## config.mk

```make
export PLATFORM = sky130hd
export DESIGN_NAME = s_axi_lite_arbiter
export DESIGN_NICKNAME = d
export VERILOG_FILES = /design/src/rtl/s_axi_lite_arbiter.sv
export SDC_FILE = /design/constraint.sdc
export NUM_CORES = 1
export LEC_CHECK = 0
export BUFFER_PORTS_ARGS = -buffer_cell sky130_fd_sc_hd__buf_2
export CORE_ASPECT_RATIO = 1.5
export CORE_UTILIZATION = 45
export DETAILED_ROUTE_END_ITERATION = 7
export PLACE_DENSITY = 0.86
export SYNTH_ARGS = -nofsm -noshare
export SYNTH_HDL_FRONTEND = slang
export SYNTH_SLANG_ARGS = --single-unit
```

## constraint.sdc

```tcl
create_clock -name axi_aclk -period 6.65 [get_ports axi_aclk]
set_clock_uncertainty 0.15 [all_clocks]
set_input_delay 0.3325 -clock axi_aclk [delete_from_list [all_inputs] [get_ports axi_aclk]]
set_output_delay 0.3325 -clock axi_aclk [all_outputs]
set_load 0.05 [all_outputs]
```

## src/rtl/s_axi_lite_arbiter.sv

```systemverilog
// Two-requester AXI4-Lite register master: round-robin grant, one outstanding
// single-beat read or write, one response pulse back to the granted requester.
module s_axi_lite_arbiter #(
  parameter int ADDR_WIDTH = 10,
  parameter int DATA_WIDTH = 32
) (
  input  logic                    axi_aclk,
  input  logic                    axi_reset,
  // requester side
  input  logic [1:0]              req_valid,
  output logic [1:0]              req_ready,
  input  logic [1:0]              req_write,
  input  logic [2*ADDR_WIDTH-1:0] req_addr,
  input  logic [2*DATA_WIDTH-1:0] req_wdata,
  output logic [1:0]              rsp_valid,
  output logic [DATA_WIDTH-1:0]   rsp_rdata,
  output logic [1:0]              rsp_resp,
  // AXI-Lite write channels
  output logic                    s_axi_lite_awvalid,
  input  logic                    s_axi_lite_awready,
  output logic [ADDR_WIDTH-1:0]   s_axi_lite_awaddr,
  output logic                    s_axi_lite_wvalid,
  input  logic                    s_axi_lite_wready,
  output logic [DATA_WIDTH-1:0]   s_axi_lite_wdata,
  input  logic                    s_axi_lite_bvalid,
  output logic                    s_axi_lite_bready,
  input  logic [1:0]              s_axi_lite_bresp,
  // AXI-Lite read channels
  output logic                    s_axi_lite_arvalid,
  input  logic                    s_axi_lite_arready,
  output logic [ADDR_WIDTH-1:0]   s_axi_lite_araddr,
  input  logic                    s_axi_lite_rvalid,
  output logic                    s_axi_lite_rready,
  input  logic [DATA_WIDTH-1:0]   s_axi_lite_rdata,
  input  logic [1:0]              s_axi_lite_rresp
);

  typedef enum logic [2:0] {
    S_IDLE, S_WR, S_WR_RESP, S_RD_ADDR, S_RD_DATA, S_RESP
  } state_t;

  state_t                  state, state_nxt;
  logic                    last_grant, grant_q, gnt_idx, take;
  logic                    aw_done, w_done, aw_hs, w_hs;
  logic [ADDR_WIDTH-1:0]   addr_q;
  logic [DATA_WIDTH-1:0]   wdata_q, rdata_q;
  logic [1:0]              resp_q;

  // On a tie the requester that did not win last time is granted.
  assign gnt_idx   = (req_valid == 2'b11) ? ~last_grant : req_valid[1];
  assign take      = (state == S_IDLE) && (|req_valid);
  assign req_ready = take ? (gnt_idx ? 2'b10 : 2'b01) : 2'b00;

  // Valids are decoded from registered state so an async reset drops them at once.
  assign s_axi_lite_awvalid = (state == S_WR) && !aw_done;
  assign s_axi_lite_wvalid  = (state == S_WR) && !w_done;
  assign s_axi_lite_bready  = (state == S_WR_RESP);
  assign s_axi_lite_arvalid = (state == S_RD_ADDR);
  assign s_axi_lite_rready  = (state == S_RD_DATA);
  assign s_axi_lite_awaddr  = addr_q;
  assign s_axi_lite_araddr  = addr_q;
  assign s_axi_lite_wdata   = wdata_q;

  assign aw_hs = s_axi_lite_awvalid && s_axi_lite_awready;
  assign w_hs  = s_axi_lite_wvalid && s_axi_lite_wready;

  assign rsp_valid = (state == S_RESP) ? (grant_q ? 2'b10 : 2'b01) : 2'b00;
  assign rsp_rdata = rdata_q;
  assign rsp_resp  = resp_q;

  always_comb begin
    // NOTE: default assigned first so no path through the case infers a latch.
    state_nxt = state;
    case (state)
      S_IDLE:    if (take) state_nxt = req_write[gnt_idx] ? S_WR : S_RD_ADDR;
      S_WR:      if ((aw_done || aw_hs) && (w_done || w_hs)) state_nxt = S_WR_RESP;
      S_WR_RESP: if (s_axi_lite_bvalid) state_nxt = S_RESP;
      S_RD_ADDR: if (s_axi_lite_arready) state_nxt = S_RD_DATA;
      S_RD_DATA: if (s_axi_lite_rvalid) state_nxt = S_RESP;
      S_RESP:    state_nxt = S_IDLE;
      default:   state_nxt = S_IDLE;
    endcase
  end

  // NOTE: non-blocking assignments keep every register update order-independent.
  always_ff @(posedge axi_aclk or posedge axi_reset) begin
    if (axi_reset) begin
      state      <= S_IDLE;
      last_grant <= 1'b1;
      grant_q    <= 1'b0;
      aw_done    <= 1'b0;
      w_done     <= 1'b0;
      addr_q     <= '0;
      wdata_q    <= '0;
      rdata_q    <= '0;
      resp_q     <= 2'b00;
    end else begin
      state <= state_nxt;
      if (take) begin
        last_grant <= gnt_idx;
        grant_q    <= gnt_idx;
        aw_done    <= 1'b0;
        w_done     <= 1'b0;
        addr_q     <= gnt_idx ? req_addr[ADDR_WIDTH +: ADDR_WIDTH]
                              : req_addr[0 +: ADDR_WIDTH];
        if (req_write[gnt_idx])
          wdata_q <= gnt_idx ? req_wdata[DATA_WIDTH +: DATA_WIDTH]
                             : req_wdata[0 +: DATA_WIDTH];
      end
      if (aw_hs) aw_done <= 1'b1;
      if (w_hs)  w_done  <= 1'b1;
      if (state == S_WR_RESP && s_axi_lite_bvalid) begin
        rdata_q <= '0;
        resp_q  <= s_axi_lite_bresp;
      end
      if (state == S_RD_DATA && s_axi_lite_rvalid) begin
        rdata_q <= s_axi_lite_rdata;
        resp_q  <= s_axi_lite_rresp;
      end
    end
  end

endmodule
```

**Word level (Yosys, flattened, before mapping)**

Cells that the tools add are included.

- Flip-flop bits (word level): 83
- Input port bits: 131

- Order comparisons: 1
- Eq/ne operators: 11
- Multiplexer cells: 23
- Bitwise operators: 1
- Reductions and logical operators: 19

Operators with widths:

| operator | count |
|---|---|
| two-way mux 32 bit | 3 |
| two-way mux 3 bit | 5 |
| case mux 3 bit (5 select lines) | 1 |
| two-way mux 2 bit | 7 |
| two-way mux 10 bit | 1 |
| logical AND 1 bit | 8 |
| equality test 3 x 2 -> 1 bit, second input constant | 2 |
| equality test 3 bit, second input constant | 2 |
| two-way mux 1 bit | 6 |
| != test 2 bit, second input constant | 3 |
| nonzero test 2 bit | 3 |
| AND reduction 5 bit | 1 |
| != test 2 x 1 -> 1 bit, second input constant | 2 |
| equality test 3 x 1 -> 1 bit, second input constant | 1 |
| zero test 3 bit | 1 |
| equality test 2 bit, second input constant | 1 |
| zero test 1 bit | 2 |
| logical OR 1 bit | 2 |
| < comparator 1 x 2 -> 1 bit, second input constant | 1 |
| AND reduction 2 bit | 1 |
| OR reduction 2 bit | 1 |
| NOT 1 bit | 1 |

**Logic depth before layout (Yosys ltp)**

Gate-level depths: netlist (run 1).

- Depth after elaboration: 7
- Depth in mapped cells: 8

**Worst setup path before layout (run 1)**

Ideal clock, no wire load.

- Path type: flip-flop to output port
- Start point: reg state[0]
- End point: out s_axi_lite_awvalid
- Data arrival time: 1447 ps
- Path slack: 4720 ps
- Cell stages (with the launch flop): 5
- Cells stage by stage: dfrtp_1 > buf_2 > nor2b_1 > nand2b_1 > nor2_1

- Cells in the longest elaborated chain, start to end: 2

RTL lines:

| item | RTL line | RTL |
|---|---|---|
| from (decl) | 42 | `state_t state, state_nxt;` |
| from (signal assigned) | 98 | `state <= state_nxt;` |
| equality test 3 x 1 -> 1 bit | 55 | `assign s_axi_lite_awvalid = (state == S_WR) && !aw_done;` |
| logical AND 1 bit | 55 |  |
| to (decl) | 19 | `output logic s_axi_lite_awvalid,` |

Every way passes these cells.

**Final worst setup path (run 1)**

- Start point: reg state[0]
- End point: out req_ready[1]

- Cells in the longest elaborated chain, start to end: 3

RTL lines:

| item | RTL line | RTL |
|---|---|---|
| zero test 3 bit | 51 | `assign take = (state == S_IDLE) && (\|req_valid);` |
| logical AND 1 bit | 51 |  |
| two-way mux 2 bit | 52 | `assign req_ready = take ? (gnt_idx ? 2'b10 : 2'b01) : 2'b00;` |
| to (decl) | 11 | `output logic [1:0] req_ready,` |

Every way passes these cells.

==> qor.yml, run 1 <==
global_routing:
  first_pass_grt_wire_length_mm: 15.3
  number_of_global_route_vias_before_repair: 3346
  grtUsageTotal_pct: 24.1
  overflow_left_after_global_routing: 0
  grt_start_max_net_pins: 84
  grt_antenna_before_repair: 0
drt:
  wl_per_cell_um: 14.9
  detail-route-antenna-nets: 0
  detail_route.drc_violations: 0
  vias_per_cell: 5.14
  drt-total-wl_mm: 9.75
  drt_iter0_markers: 135
  drt-pass1-iter-count: 4
  vias: 3374
timing:
  setup_viol: 0
  finalSetupTns_ps: 0
  grt_setup_unrepaired: "no"
  fin_crit_sh_pct: 36.4
  layout_min_cycle_time_ps: 2420
  final_critical_path_setup_slack_ps: 4230
  final_max_slew_viol_count: 0
  number_of_endpoints_with_negative_hold_slack_in_the_final_report: 0
  final.hold.worst_slack_ps: 50.6
  worst_slew_margin_rel_pct: 24.7
  worst-slew-pin-transition_ps: 1130
  timing.fmax_mhz: 413
min_path:
  holdPathStages: 3
  worstHoldEndpoint: "rsp_rdata[20]$_DFFE_PP0P_"
  hp-class: "input pin to flip-flop"
  timing.hold.worst.start: "s_axi_lite_rdata[20]"
clock_tree:
  cts_htree_levels: 3
  worstSkewPairLatency_ps: 330
  clk_transition_reported_paths_ps: 60
  clock_path_buffers: 2
  cts.root.buffer_cell: "sky130_fd_sc_hd__clkbuf_16"
  numClockSinks: 83
  cts_made_buffers: 9
  postcts_resize_cnt: 0
  clock_tree_from_tritoncts: "done"
  postCtsSetupRepairBufs: 0
  ctsHoldBuffers: 0
place:
  placed_area_mm2: 0.00473
  place.gp.congestion: 0.875
  port_buffers: 225
  post-dp-hpwl_mm: 7.09
  pre_cts_ws_ps: 4380
worst_setup_path:
  critical_path_arrival_ps: 1940
  worst-path-max-fanout: 13
  timing.critical_path.required_ps: 6170
  max_stage_delay_ps: 490
  cp-end-kind: "output pin"
  worst_path_cell_chain: "nor3_4 -> and3_1 -> buf_2"
  critical_path_buf_inv_count: 1
  critical_path.slowest_cell: "sky130_fd_sc_hd__and3_1"
  worst_reg2reg_path_length_in_cells: 4
  worst-r2r-setup-slack_ps: 4380
  timing.rr.start: "state[2]$_DFFE_PP0P_"
  cpLargestDelayFamily: "simple AND/OR/NAND/NOR gates"
  timing_worst_setup_path_type: "flip-flop to output pin"
  start_kind: "flip-flop"
  worst_r2r_end: "rsp_resp[1]$_DFFE_PP0P_"
floorplan:
  die-area_mm2: 0.00846
  core_region_area_mm2: 0.00771
  initial_core_util_pct: 47.2
  placement_rows: 39
  vertical_extent_of_the_die_um: 112
  boundary_pins: 226
  chipWidth_um: 75.4
synthesis:
  postSynthNetCount: 476
  number_of_synthesized_flops_with_an_enable_pin: 0
  yosys.cell_types.count: 32
  ys_top_cells_by_area: "sky130_fd_sc_hd__dfrtp_1 (56%), sky130_fd_sc_hd__o22a_1 (7.9%), sky130_fd_sc_hd__nand2_1 (7.0%)"
  yosys_warn_count: 0
  synth.yosys.seq_area_share_pct: 57.1
  dominantRegCellSynth: "sky130_fd_sc_hd__dfrtp_1"
  synthesis.area_per_instance_um2: 10.5
  yosysTopAreaCell: "sky130_fd_sc_hd__dfrtp_1"
  top_area_cell_type_share_of_the_netlist_area_pct: 56.4
  synth_common_cells: "sky130_fd_sc_hd__dfrtp_1 (82), sky130_fd_sc_hd__nand2_1 (68), sky130_fd_sc_hd__o22a_1 (33)"
  netlist_instances: 345
  yosys.cell_count.top_type: "sky130_fd_sc_hd__dfrtp_1"
  share_of_flip_flops_with_an_asynchronous_set_or_reset_after_synthesis_pct: 100
  syn-cell-area_mm2: 0.00364
  synth.ff_latch_count: 83
cells_and_area:
  layout-drive-gt1-share_pct: 45.1
  area.growth.synth_to_final_pct: 39.1
  antenna_cells_inserted: 0
  design.final.nets: 680
  final_area_mm2: 0.00506
  finalCoreUtilization_pct: 65.6
run:
  maxCapViolations: 0
outcome:
  run_status: "finished, final reports clean"
power_and_ir_drop:
  irDropWorstVdd_mv: 0.346
  power_leakage_nw: 2.61
  p_per_area_mw_per_mm2: 614
metrics by stage:
step	power [mW]	cells
3_3_place_gp	2.53	640
5_1_grt	3.26	656
3_5_place_dp	2.58	640
4_1_cts	3.13	656
6_report	3.11	656
2_1_floorplan	2.21	345
layout by cell type, fill, tap and decap left out, types with 3 or more instances in the layout:
cell type                   netlist  final
sky130_fd_sc_hd__a222oi_1        10     10
sky130_fd_sc_hd__and3_1           5      4
sky130_fd_sc_hd__nand2b_1         3      3
sky130_fd_sc_hd__buf_4           10      3
sky130_fd_sc_hd__nor2_1           7      7
sky130_fd_sc_hd__inv_1           13     12
sky130_fd_sc_hd__o21ai_0         24     24
sky130_fd_sc_hd__clkbuf_16        0      9
sky130_fd_sc_hd__o22a_1          33     33
sky130_fd_sc_hd__buf_2           13    225
sky130_fd_sc_hd__dfrtp_1         82     82
sky130_fd_sc_hd__o21ai_1         10     10
sky130_fd_sc_hd__o21a_1          32     32
sky130_fd_sc_hd__nand2_1         68     68
sky130_fd_sc_hd__mux2i_1          3      3
worst reg2reg max path, delay by kind of cell (launching register included):
family	cells	cell delay, ps
AOI/OAI and AO/OA	1	90
muxes	1	270
DFF	1	500
and+or+nand+nor	2	1110
flip-flops by register name (all words and copies together), names as in the netlist:
name	cells
aw_done	1
s_axi_lite_araddr	10
rsp_rdata	32
last_grant	1
s_axi_lite_wdata	32
w_done	1
rsp_resp	2
state	3
grant_q	1
area by class of cell:
class	count	area [µm²]
Inverter	13	50.0
Sequential cell	83	2080
Clock inverter	4	72.6
Multi-Input combinational cell	214	1330
Timing Repair Buffer	228	1150
Tap cell	102	128
Clock buffer	12	256
Fill cell	643	2650
power by group:
part	total (mW)	internal, mW	switching (mW)
logic	1.68	0.418	1.26
registers	0.886	0.739	0.147
clock network	0.538	0.349	0.190
total	3.11	1.51	1.60
per-layer routing:
metal  track usage, %  wire, µm  part of all wire, %  vias to the layer above
li1                 -         -                    -                     1616
met4             10.5       231                  2.4                        0
met1             27.5      3700                   38                     1588
met2             41.3      5170                   53                      148
met3             6.46       645                  6.6                       22
met5                0         0                    0                        -
cells by family (layout without fill, tap and decap cells):
kind of cell	count (synthesis)	after routing	synth area share [%]
simple gates	90	90	10.6
compound gates	120	120	24.4
flops	83	83	57.1
mux	4	4	1.44
buf+inv	48	257	6.46
how the worst max path moves through the flow:
stage,start,end,slack (ps),cells past startpoint
after floorplan,axi_reset,aw_done$_DFFE_PP0P_,4030,1
after global placement,state[2]$_DFFE_PP0P_,rsp_resp[1]$_DFFE_PP0P_,4440,4
after detailed placement,state[2]$_DFFE_PP0P_,rsp_resp[1]$_DFFE_PP0P_,4380,4
after CTS,state[0]$_DFFE_PP0P_,req_ready[1],4230,3
after global routing,state[0]$_DFFE_PP0P_,req_ready[1],4100,3
final,state[0]$_DFFE_PP0P_,req_ready[1],4230,3
Power figures use the tool's default switching activity.
==> run 2: changes to the inputs <==
--- a/config.mk
+++ b/config.mk
@@ -5,11 +5,12 @@
 export SDC_FILE = /design/constraint.sdc
 export NUM_CORES = 1
 export LEC_CHECK = 0
+export ABC_AREA = 1
 export BUFFER_PORTS_ARGS = -buffer_cell sky130_fd_sc_hd__buf_2
 export CORE_ASPECT_RATIO = 1.5
-export CORE_UTILIZATION = 45
+export CORE_UTILIZATION = 40
 export DETAILED_ROUTE_END_ITERATION = 7
-export PLACE_DENSITY = 0.86
+export PLACE_DENSITY = 0.79
 export SYNTH_ARGS = -nofsm -noshare
 export SYNTH_HDL_FRONTEND = slang
 export SYNTH_SLANG_ARGS = --single-unit
==> constraint.sdc (replaced) <==
create_clock -name axi_aclk -period 2.1 [get_ports axi_aclk]
set_clock_uncertainty 0.15 [all_clocks]
set_input_delay 0.105 -clock axi_aclk [delete_from_list [all_inputs] [get_ports axi_aclk]]
set_output_delay 0.105 -clock axi_aclk [all_outputs]
set_load 0.05 [all_outputs]
==> qor.yml, run 2 <==
drt:
  wl_per_cell_um: 14.5
  drt-total-wl_mm: 14.3
  vias: 4731
  detail-route-antenna-nets: 0
  detail_route.drc_violations: 0
  vias_per_cell: 4.82
  drt_iter0_markers: 278
  drt-pass1-iter-count: 5
power_and_ir_drop:
  power_leakage_nw: 3.78
  irDropWorstVdd_mv: 1.12
  p_per_area_mw_per_mm2: 1540
  finalPower_mw: 10.2
synthesis:
  share_of_flip_flops_with_an_asynchronous_set_or_reset_after_synthesis_pct: 100
  synth_common_cells: "sky130_fd_sc_hd__nand2_1 (277), sky130_fd_sc_hd__dfrtp_1 (82), sky130_fd_sc_hd__inv_1 (50)"
  synth.yosys.seq_area_share_pct: 53.1
  yosys.cell_types.count: 21
  postSynthNetCount: 657
  yosysTopAreaCell: "sky130_fd_sc_hd__dfrtp_1"
  syn-cell-area_mm2: 0.00391
  synth.ff_latch_count: 83
  top_area_cell_type_share_of_the_netlist_area_pct: 52.4
  ys_top_cells_by_area: "sky130_fd_sc_hd__dfrtp_1 (52%), sky130_fd_sc_hd__nand2_1 (27%), sky130_fd_sc_hd__inv_1 (4.8%)"
  yosys.cell_count.top_type: "sky130_fd_sc_hd__nand2_1"
  number_of_synthesized_flops_with_an_enable_pin: 0
  dominantRegCellSynth: "sky130_fd_sc_hd__dfrtp_1"
  yosys_warn_count: 0
  netlist_instances: 526
  synthesis.area_per_instance_um2: 7.44
cells_and_area:
  multiInputGateArea_mm2: 0.00149
  area.growth.synth_to_final_pct: 70.0
  antenna_cells_inserted: 0
  layout.cells.most_common_list: "sky130_fd_sc_hd__nand2_1 (277), sky130_fd_sc_hd__buf_2 (223), sky130_fd_sc_hd__dlygate4sd3_1 (124)"
  register_area_mm2: 0.00208
  layout-drive-gt1-share_pct: 30.0
  design.final.nets: 996
  mostFrequentLayoutCell: "sky130_fd_sc_hd__nand2_1"
  number_of_fill_cells: 644
clock_tree:
  clock_path_buffers: 2
  cts.root.buffer_cell: "sky130_fd_sc_hd__clkbuf_16"
  clock_tree_from_tritoncts: "done"
  clk_transition_reported_paths_ps: 60
  cts_htree_levels: 3
  worstSkewPairLatency_ps: 330
  cts_made_buffers: 9
  numClockSinks: 83
global_routing:
  overflow_left_after_global_routing: 0
  grt_start_max_net_pins: 65
  grtUsageTotal_pct: 26.7
  grt_antenna_before_repair: 0
  number_of_global_route_vias_before_repair: 4557
  first_pass_grt_wire_length_mm: 20.5
timing:
  number_of_endpoints_with_negative_hold_slack_in_the_final_report: 0
  worst_slew_margin_rel_pct: 62.1
  final_max_slew_viol_count: 0
  setup_viol: 0
  fin_crit_sh_pct: 94.4
  grt_setup_unrepaired: "no"
  worst-slew-pin-transition_ps: 568
  finalSetupTns_ps: 0
  layout_min_cycle_time_ps: 1980
  timing.fmax_mhz: 505
min_path:
  hp-class: "input pin to flip-flop"
  timing.hold.worst.start: "req_valid[0]"
worst_setup_path:
  critical_path_buf_inv_count: 2
  critical_path_arrival_ps: 1730
  cpLargestDelayFamily: "flip-flops"
  max_stage_delay_ps: 470
  worst-path-max-fanout: 14
  cpMostUsedCell: "sky130_fd_sc_hd__nor2_2"
  start_kind: "flip-flop"
  timing.critical_path.required_ps: 1850
  critical_path.slowest_cell: "sky130_fd_sc_hd__dfrtp_1"
  timing_worst_setup_path_type: "flip-flop to output pin"
  cp-startpoint: "state[0]$_DFFE_PP0P_"
  cp-end-kind: "output pin"
  timing.rr.start: "last_grant$_DFFE_PP1P_"
  worst_path_cell_chain: "nor2_4 -> inv_1 -> nor2_2 -> o21ai_4 -> nor2_2 -> buf_4"
outcome:
  run_status: "finished, final reports clean"
floorplan:
  placement_rows: 43
  boundary_pins: 226
  chipWidth_um: 82.8
  initial_core_util_pct: 41.8
  vertical_extent_of_the_die_um: 123
  core_region_area_mm2: 0.00936
  die-area_mm2: 0.0102
place:
  post-dp-hpwl_mm: 7.82
  place.gp.congestion: 0.768
  port_buffers: 225
run:
  maxCapViolations: 0
[run 2: repair_timing]
action / CTS / global route
cloned: 0 / 2
hold buffers: 124 / 0
endpoints found under the hold margin: 161 / 0
endpoints found under the setup margin: 1 / 29
resized for setup: 2 / 7
buffers inserted: 0 / 1
[run 2: cell type report]
type / instances / share of cell area [%]
inverters: 51 / 2.99
multi-input cells: 360 / 22.3
repair inverters: 1 / 0.113
flip-flops and latches: 83 / 31.2
repair buffers: 359 / 37.2
clock buffers: 13 / 3.76
clock inverters: 3 / 0.226
well taps: 112 / 2.11
[run 2: through the flow]
stage / setup WS (ps) / hold slack, ps / cell area (µm²) / instances / utilization [%]
floorplan: 96.7 / 71.7 / 3920 / 526 / -
global placement: 337 / 126 / 5080 / 839 / 54.3
detailed placement: 189 / 125 / 5080 / 839 / 54.3
CTS: 11.1 / 83.6 / 6590 / 979 / 70.4
global route: 6.71 / 55.6 / 6650 / 982 / 71.1
finish: 118 / 32.8 / 6650 / 982 / 71.1
[run 2: worst min-delay path, cell delays in order]
cell                      delay, ps
sky130_fd_sc_hd__buf_2          130
sky130_fd_sc_hd__o21ai_4        130
sky130_fd_sc_hd__nand2_1         80
sky130_fd_sc_hd__nand2_1         60
[run 2: cell families (layout without fill, tap and decap cells)]
group / count (synthesis) / in the layout / share of synthesized area [%]
AOI/OAI and AO/OA: 44 / 44 / 6.14
buffers and inverters: 83 / 427 / 9.56
DFF: 83 / 83 / 53.1
and+or+nand+nor: 316 / 316 / 31.2
[run 2: final timing paths]
kind	end	slack (ps)	cells after the start
setup / recovery	req_ready[1]	120	6
hold / removal	last_grant$_DFFE_PP1P_	30	4
setup reg to reg	s_axi_lite_wdata[19]$_DFFE_PP0P_	130	7
hold reg to reg	rsp_rdata[18]$_DFFE_PP0P_	310	2
max in group asynchronous	rsp_rdata[9]$_DFFE_PP0P_	1020	4
min in group asynchronous	s_axi_lite_araddr[5]$_DFFE_PP0P_	350	4
[run 2: power by group]
group | switching (mW) | internal (mW)
clock network | 0.576 | 0.828
registers | 0.497 | 2.38
logic | 4.55 | 1.40
total | 5.62 | 4.61
[run 2: routing by layer]
| metal | global-route usage, % | wire length [µm] |
|---|---|---|
| met5 | 0 | 0 |
| met4 | 14.2 | 560 |
| met3 | 6.27 | 1200 |
| met2 | 46.3 | 7150 |
| met1 | 29.4 | 5360 |
